## src/rtl/mem_access_pkg.sv

```systemverilog
// ============================================================================
// mem_access_pkg : memop encodings, FSM state type and timeout default
// Rev 1.0
// ============================================================================
`default_nettype none

package mem_access_pkg;

  localparam logic [1:0] MEMOP_WORD = 2'b00;
  localparam logic [1:0] MEMOP_HALF = 2'b01;
  localparam logic [1:0] MEMOP_BYTE = 2'b10;
  localparam logic [1:0] MEMOP_RSVD = 2'b11;

  localparam int unsigned DEFAULT_TIMEOUT = 16;

  typedef enum logic [1:0] {
    S_IDLE   = 2'd0,
    S_ACCESS = 2'd1,
    S_RESP   = 2'd2
  } mau_state_t;

endpackage

`default_nettype wire

```

## src/rtl/load_store_lane.sv

```systemverilog
// ============================================================================
// load_store_lane : byte-enable, store replication, load extract/extend
// Rev 1.0
// ============================================================================
`default_nettype none

module load_store_lane
  import mem_access_pkg::*;
(
  input  logic [1:0]  memop_i,
  input  logic [1:0]  off_i,
  input  logic        unsigned_i,
  input  logic [31:0] wdata_i,
  input  logic [31:0] bus_rdata_i,
  output logic [3:0]  be_o,
  output logic [31:0] wdata_o,
  output logic [31:0] rdata_o,
  output logic        misaligned_o
);

  logic [7:0]  lane_b;
  logic [15:0] lane_h;

  assign lane_b = bus_rdata_i[{off_i, 3'b000} +: 8];
  assign lane_h = off_i[1] ? bus_rdata_i[31:16] : bus_rdata_i[15:0];

  always_comb begin
    be_o         = 4'b0000;
    wdata_o      = wdata_i;
    rdata_o      = bus_rdata_i;
    misaligned_o = 1'b0;
    case (memop_i)
      MEMOP_WORD: begin
        be_o         = 4'b1111;
        misaligned_o = (off_i != 2'b00);
      end
      MEMOP_HALF: begin
        be_o         = off_i[1] ? 4'b1100 : 4'b0011;
        wdata_o      = {2{wdata_i[15:0]}};
        rdata_o      = unsigned_i ? {16'h0000, lane_h} : {{16{lane_h[15]}}, lane_h};
        misaligned_o = off_i[0];
      end
      MEMOP_BYTE: begin
        be_o    = 4'b0001 << off_i;
        wdata_o = {4{wdata_i[7:0]}};
        rdata_o = unsigned_i ? {24'h000000, lane_b} : {{24{lane_b[7]}}, lane_b};
      end
      default: misaligned_o = 1'b1;
    endcase
  end

endmodule

`default_nettype wire

```

## src/rtl/mem_access_unit.sv

```systemverilog
// ============================================================================
// mem_access_unit : core load/store request to single-beat bus with timeout
// Rev 1.0
// ============================================================================
`default_nettype none

module mem_access_unit
  import mem_access_pkg::*;
#(
  parameter int unsigned TIMEOUT = DEFAULT_TIMEOUT
) (
  input  logic        clk,
  input  logic        rst,
  input  logic        req_valid,
  input  logic        req_we,
  input  logic [1:0]  req_memop,
  input  logic        req_unsigned,
  input  logic [31:0] req_addr,
  input  logic [31:0] req_wdata,
  output logic        stall,
  output logic        done,
  output logic        err,
  output logic [31:0] rdata,
  output logic        bus_valid,
  output logic        bus_we,
  output logic [29:0] bus_addr,
  output logic [3:0]  bus_be,
  output logic [31:0] bus_wdata,
  input  logic        bus_ready,
  input  logic [31:0] bus_rdata
);

  localparam int unsigned    CNT_W    = $clog2(TIMEOUT + 1);
  localparam logic [CNT_W-1:0] CNT_LAST = CNT_W'(TIMEOUT - 1);

  mau_state_t       state_q;
  logic [CNT_W-1:0] cnt_q;
  logic             bus_valid_q, bus_we_q, err_q;
  logic [29:0]      bus_addr_q;
  logic [3:0]       bus_be_q;
  logic [31:0]      bus_wdata_q, rdata_q;
  logic [1:0]       lat_memop_q, lat_off_q;
  logic             lat_unsigned_q;

  logic             in_idle;
  logic [1:0]       lane_memop, lane_off;
  logic             lane_unsigned, lane_misaligned;
  logic [3:0]       lane_be;
  logic [31:0]      lane_wdata, lane_rdata;

  // In IDLE the lane decodes the live request; in ACCESS it uses the latched one
  assign in_idle       = (state_q == S_IDLE);
  assign lane_memop    = in_idle ? req_memop     : lat_memop_q;
  assign lane_off      = in_idle ? req_addr[1:0] : lat_off_q;
  assign lane_unsigned = in_idle ? req_unsigned  : lat_unsigned_q;

  load_store_lane u_lane (
    .memop_i     (lane_memop),
    .off_i       (lane_off),
    .unsigned_i  (lane_unsigned),
    .wdata_i     (req_wdata),
    .bus_rdata_i (bus_rdata),
    .be_o        (lane_be),
    .wdata_o     (lane_wdata),
    .rdata_o     (lane_rdata),
    .misaligned_o(lane_misaligned)
  );

  always_ff @(posedge clk) begin
    if (rst) begin
      state_q        <= S_IDLE;
      cnt_q          <= '0;
      bus_valid_q    <= 1'b0;
      bus_we_q       <= 1'b0;
      err_q          <= 1'b0;
      bus_addr_q     <= '0;
      bus_be_q       <= '0;
      bus_wdata_q    <= '0;
      rdata_q        <= '0;
      lat_memop_q    <= '0;
      lat_off_q      <= '0;
      lat_unsigned_q <= 1'b0;
    end else begin
      case (state_q)
        S_IDLE: begin
          if (req_valid) begin
            if (lane_misaligned) begin
              err_q   <= 1'b1;
              state_q <= S_RESP;
            end else begin
              bus_valid_q    <= 1'b1;
              bus_we_q       <= req_we;
              bus_addr_q     <= req_addr[31:2];
              bus_be_q       <= lane_be;
              bus_wdata_q    <= lane_wdata;
              lat_memop_q    <= req_memop;
              lat_off_q      <= req_addr[1:0];
              lat_unsigned_q <= req_unsigned;
              cnt_q          <= '0;
              err_q          <= 1'b0;
              state_q        <= S_ACCESS;
            end
          end
        end
        S_ACCESS: begin
          // A ready on the final allowed cycle still wins over the timeout
          if (bus_ready) begin
            bus_valid_q <= 1'b0;
            err_q       <= 1'b0;
            if (!bus_we_q) rdata_q <= lane_rdata;
            state_q     <= S_RESP;
          end else if (cnt_q == CNT_LAST) begin
            bus_valid_q <= 1'b0;
            err_q       <= 1'b1;
            cnt_q       <= cnt_q + 1'b1;
            state_q     <= S_RESP;
          end else begin
            cnt_q <= cnt_q + 1'b1;
          end
        end
        S_RESP: begin
          err_q   <= 1'b0;
          state_q <= S_IDLE;
        end
        default: state_q <= S_IDLE;
      endcase
    end
  end

  assign stall     = (in_idle & req_valid) | (state_q == S_ACCESS);
  assign done      = (state_q == S_RESP);
  assign err       = err_q;
  assign rdata     = rdata_q;
  assign bus_valid = bus_valid_q;
  assign bus_we    = bus_we_q;
  assign bus_addr  = bus_addr_q;
  assign bus_be    = bus_be_q;
  assign bus_wdata = bus_wdata_q;

endmodule

`default_nettype wire

```

## config.mk

```make
export PLATFORM = sky130hd
export DESIGN_NAME = mem_access_unit
export DESIGN_NICKNAME = d
export VERILOG_FILES = /design/src/rtl/mem_access_pkg.sv /design/src/rtl/load_store_lane.sv /design/src/rtl/mem_access_unit.sv
export SDC_FILE = /design/constraint.sdc
export NUM_CORES = 1
export LEC_CHECK = 0
export BUFFER_PORTS_ARGS = -buffer_cell sky130_fd_sc_hd__buf_2
export CAP_MARGIN = 20
export CELL_PAD_IN_SITES_DETAIL_PLACEMENT = 0
export CELL_PAD_IN_SITES_GLOBAL_PLACEMENT = 1
export CORE_UTILIZATION = 35
export CTS_CLUSTER_SIZE = 10
export DETAILED_ROUTE_END_ITERATION = 12
export PLACE_DENSITY = 0.88
export SLEW_MARGIN = 20
export SYNTH_ARGS = -nofsm -noshare
export SYNTH_HDL_FRONTEND = slang
export SYNTH_SLANG_ARGS = --single-unit
```

## constraint.sdc

```tcl
create_clock -name clk -period 7 [get_ports clk]
set_input_delay 1.4 -clock clk [delete_from_list [all_inputs] [get_ports clk]]
set_output_delay 1.4 -clock clk [all_outputs]
set_load 0.01 [all_outputs]
```

## After elaboration in Yosys (flattened, before gate mapping)

Cells that the tools add are included.
Widths: inputs -> output; s select.

| word-level totals | value |
|---|---|
| register bits after elaboration | 113 |
| output and inout bits | 103 |
| word-level logic and storage cells | 69 |

| cells by class | value |
|---|---|
| eq/ne operators | 9 |
| shifts and indexed selects | 2 |
| $add $sub $neg | 1 |
| reduce and logical (&&, ||, !) cells | 11 |
| bitwise gates (word level) | 4 |
| muxes and demuxes | 30 |

Operators by type and width:

| kind | number |
|---|---|
| $pmux 32 s2 | 2 |
| $mux 32 | 2 |
| $shiftx 32x6->8 | 1 |
| $mux 16 | 1 |
| $mux 5 | 3 |
| $mux 2 | 6 |
| $pmux 4 s3 | 1 |
| $pmux 5 s2 | 1 |
| $mux 1 | 9 |
| $reduce_and 3->1 | 3 |
| $reduce_and 4->1 | 2 |
| $ne 2x2->1 const B | 3 |
| $pmux 1 s3 | 2 |
| $add 5x1->5 const B | 1 |
| $eq 5x4->1 const B | 1 |
| $eq 2x1->1 const B | 2 |
| $eq 2x2->1 const B | 2 |
| $logic_not 2->1 | 2 |
| $mux 4 | 1 |
| $pmux 2 s2 | 1 |
| $reduce_bool 2->1 | 2 |
| $shl 1x2->4 const A | 1 |
| $ne 3x3->1 const B | 1 |
| $reduce_bool 3->1 | 1 |
| 5 further kinds | 6 |

## Depth between registers and ports, before layout

| depth | value |
|---|---|
| depth in word-level cells | 7 |
| depth in mapped cells | 14 |

## Cells and area by module

Synthesis repeated with hierarchy kept, for this count alone.

| unflattened totals | value |
|---|---|
| cells, all modules | 709 |
| area, all modules | 5291.3 sq um |

Modules (own cells, without submodules):

| module | seq. area each (sq um) | cells an instance | times used | area each (sq um) |
|---|---|---|---|---|
| mem_access_unit | 2262.2 | 523 | 1 | 4150.2 |
| load_store_lane | 0.0 | 186 | 1 | 1141.1 |

## Least setup slack after synthesis

Ideal clock, no wire load.

| timing | value |
|---|---|
| kind | input to register |
| start | input port req_memop[1] |
| end | register rdata_q[0], in the netlist rdata[0] |
| stages | 6 |
| data arrival time | 3105 ps |
| path slack | 3804 ps |
| path buffers | 1 |
| data required time | 6909 ps |
| cell sequence | mux2_2 > ha_1 > clkbuf_1 > nor3_1 > o221ai_1 > a311oi_1 |

| between the ends | value |
|---|---|
| cells in the longest elaborated chain, start to end | 3 |
| elaborated cells on any way between the ends | 4 |
| those cells by class | eq/ne (2); mux (2) |

Ends and longest elaborated chain:

| element | RTL line | source |
|---|---|---|
| from (decl) | mem_access_unit.sv:16 | `input logic [1:0] req_memop,` |
| $mux 2 (*) | mem_access_unit.sv:53 | `assign lane_memop = in_idle ? req_memop : lat_memop_q;` |
| $eq 2x2->1 / $eq 2x1->1 (equally long branches) | load_store_lane.sv:32 | `case (memop_i)` |
| $pmux 32 s2 (*) | load_store_lane.sv:32 |  |
| to (signal assigned) | mem_access_unit.sv:110 | `if (!bus_we_q) rdata_q <= lane_rdata;` |
| to (decl) | mem_access_unit.sv:41 | `logic [31:0] bus_wdata_q, rdata_q;` |

Every way passes the cells marked *; elsewhere a longest branch is shown, timed or not.
A chain may end at the register's enable or synchronous reset.

## Final worst setup path

| timing | value |
|---|---|
| start | input port req_memop[1] |
| end | register rdata_q[24], in the netlist rdata[24] |

The elaborated chain is that of the path after synthesis.

==> impl_results.md <==
* Synthesized cell area at roughly 0.0059 sq mm
* Ys Warns at 0
* Core box area at approximately 0.017 sq mm
* Post-synth ARST share at 0
* Final setup TNS at 0 ns
* Final ANT Viol Nets at 0
* R2R Path Start: state_q[0]
* Commonest non-fill, non-tap cell in the layout: buf_2
* Final setup fails at 0
* Final period util at 0.5524
* Post_cts resized at 0
* Gpl congestion at a little over 0.8
* CP arrival at 4.12 ns
* Setup slack after layout at around 3.1 ns
* Core Util, Final at 0.4567
* IO buf count at 206
* Syn nets at around 860
* Worst IR Drop VDD at roughly 0.25 mV
* Max Clock Skew at roughly 0.019 ns
* Area Overhead vs Synth at 27.53%
* Detailed-route DRC error count at 0
* Routed WL at 20290 um
* WHS Endpoint: bus_addr[19]
* Synthesized flop and latch total at 113
* Main synth FF type: dfxtp_1
* Vias/cell at between 5 and 6
* Clock buffer count from CTS at 17
* Std cell rows at 47
* Die Height at around 130 um
* Initial antenna violation count at 0
* P per Cell Area at approximately 450 mW/mm^2
* Slew headroom at 0.3032
* Detailed Routing Iterations Pass 1 at 5
* CP Data Required Time at ~7.3 ns
* Crit Path Category: primary input to flip-flop
* Clk Tree Root Cell: clkbuf_16
* Final nets at about 1.0k
* Least-Margin Pin Slew at around 1.0 ns
* Syn avg cell area at around 7.9 sq um
* Layout cells sized above 1 at 0.2888
* Clock Latency Late Sink at approximately 0.42 ns
* Starting density of the core at 0.3581
* Post-synth EDFFs at 0
* Total track usage at 0.2324
* Maximum clock insertion buffer count at 2
* Routed vias at approximately 6.5k
* Hold_sp: bus_addr[19]
* Most frequent cells in the layout: 205 x buf_2, 138 x a21oi_1, 113 x dfxtp_1
* Flop-to-flop setup slack at about 3.3 ns
* Cell variety after synth at 56
* DP HPWL at around 13000 um
* Cell count after synthesis at around 750
* Clk slew on worst S/H paths at about 0.060 ns
* Setup Buffers After CTS at 0
* RR Endpoint: rdata[24]
* MaxCap Viol Count at 0
* 1st-iter DRT viols at 576
* Final Hold Vio Count at 0
* Leakage power at roughly 3.2 nW
* Ant diodes at 0
* Worst hold path type: flip-flop to flip-flop
* Die area at 0.01743 sq mm
* Hold path depth at 2
* I/O pin total at 207
* DP Worst Slack at roughly 2.4 ns
* Hold buffer count at cts at 0
* Fmax at around 260 MHz
* Crit start category: primary input
* Run status: complete, no violations
* CTS sink cnt at between 100 and 150
* Setup repair after global routing missed its margin: no
* Horiz. Die Dim at approximately 130 um
* Max-slew violations at 0
* H-tree levels at 4
* Wire per inst at 17.89 um
* Critical Path Sink Type: flip-flop
* Min Clock Period, post-route at approximately 3.9 ns
* Critical Path Start: req_memop[1]
* CP max FO at between 40 and 50
* Grt ovf at 0
* Sequential fraction of the synthesis area at 0.3823
* Largest net degree at the start of global routing at between 70 and 80
* First-pass GRT wire length at between 30000 and 40000 um
* Vias in the first global route at about 6k
* CTS tree: done
* Cell depth of the worst flop-to-flop path at 10
-- critical path, cell delays in order --
cell	delay [ns]
buf_2	0.10
mux2_2	0.29
ha_2	0.80
buf_4	0.46
inv_1	0.28
and2_1	0.44
o221ai_1	0.27
a21oi_1	0.06
-- per-layer routing --
metal,share of wire,wire [um],GRT usage
met1,0.45,9119,0.3143
met2,0.45,9068,0.3498
met3,0.095,1920,0.07805
met4,0.0090,183,0.06589
met5,0,0,0
-- worst max path at each step --
stage                         end  slack, ns
floorplan                rdata[0]       3.80
global placement    bus_wdata[19]       2.50
detailed placement  bus_wdata[22]       2.44
CTS                 bus_wdata[22]       2.88
global route             rdata[6]       2.88
finish                  rdata[24]       3.13
-- stage by stage --
step	hold WS [ns]	instances	power, mW	instance area [sq um]
floorplan	0.4514	747	2.109	5917
global placement	0.4561	1102	2.592	6978
detailed placement	0.4634	1102	2.608	6978
CTS	0.4714	1134	3.438	7536
global route	0.4930	1134	3.666	7546
finish	0.4698	1134	3.425	7546
-- report_power, final --
group / total (mW) / leakage [nW] / internal (mW) / switching, mW
Combinational: 1.71 / 2.00 / 0.558 / 1.15
Sequential: 0.903 / 0.921 / 0.812 / 0.0907
Clock: 0.817 / 0.268 / 0.500 / 0.317
-- state kept, by name (all words and copies together), names as in the netlist, 2 cells and up --
register / cells
bus_wdata: 32
rdata: 32
bus_addr: 30
cnt_q: 5
bus_be: 4
lat_memop_q: 2
lat_off_q: 2
state_q: 2
-- synthesized netlist by cell type (3+ instances only) --
master	instances	area share
a211o_1	3	0.0044
a211oi_1	15	0.019
a21o_1	4	0.0051
a21oi_1	138	0.12
a221oi_1	20	0.030
a222oi_1	6	0.010
a311oi_1	8	0.012
a31oi_1	12	0.013
and2_1	3	0.0032
and3_1	10	0.011
buf_2	10	0.0085
clkbuf_1	65	0.041
dfxtp_1	113	0.38
ha_1	10	0.021
inv_1	25	0.016
mux2_2	9	0.017
mux2i_1	6	0.010
nand2_1	48	0.030
nand2b_1	5	0.0053
nand3_1	62	0.052
nor2_1	13	0.0082
nor3_1	7	0.0059
nor3b_1	9	0.011
o211ai_1	6	0.0076
o21ai_0	73	0.062
o221ai_1	23	0.034
o31a_1	6	0.0089
-- final cells by class --
class | instances | area [sq um]
clock buffers | 21 | 450.4
fillers | 1660 | 8979
inverters | 26 | 97.59
well taps | 220 | 275.3
multi-input cells | 529 | 3259
clock inverters | 11 | 107.6
repair buffers | 214 | 1094
flip-flops and latches | 113 | 2262
-- kinds of logic after synthesis --
kind of cell	Yosys count	share of synthesized area
mux	16	0.02982
compound gates	327	0.3415
xor+xnor	1	0.001480
flops	113	0.3823
simple gates	175	0.1531
fa+ha+maj	10	0.02115
buf+inv	105	0.07063
Note: power is estimated with default switching activity, not from simulation.
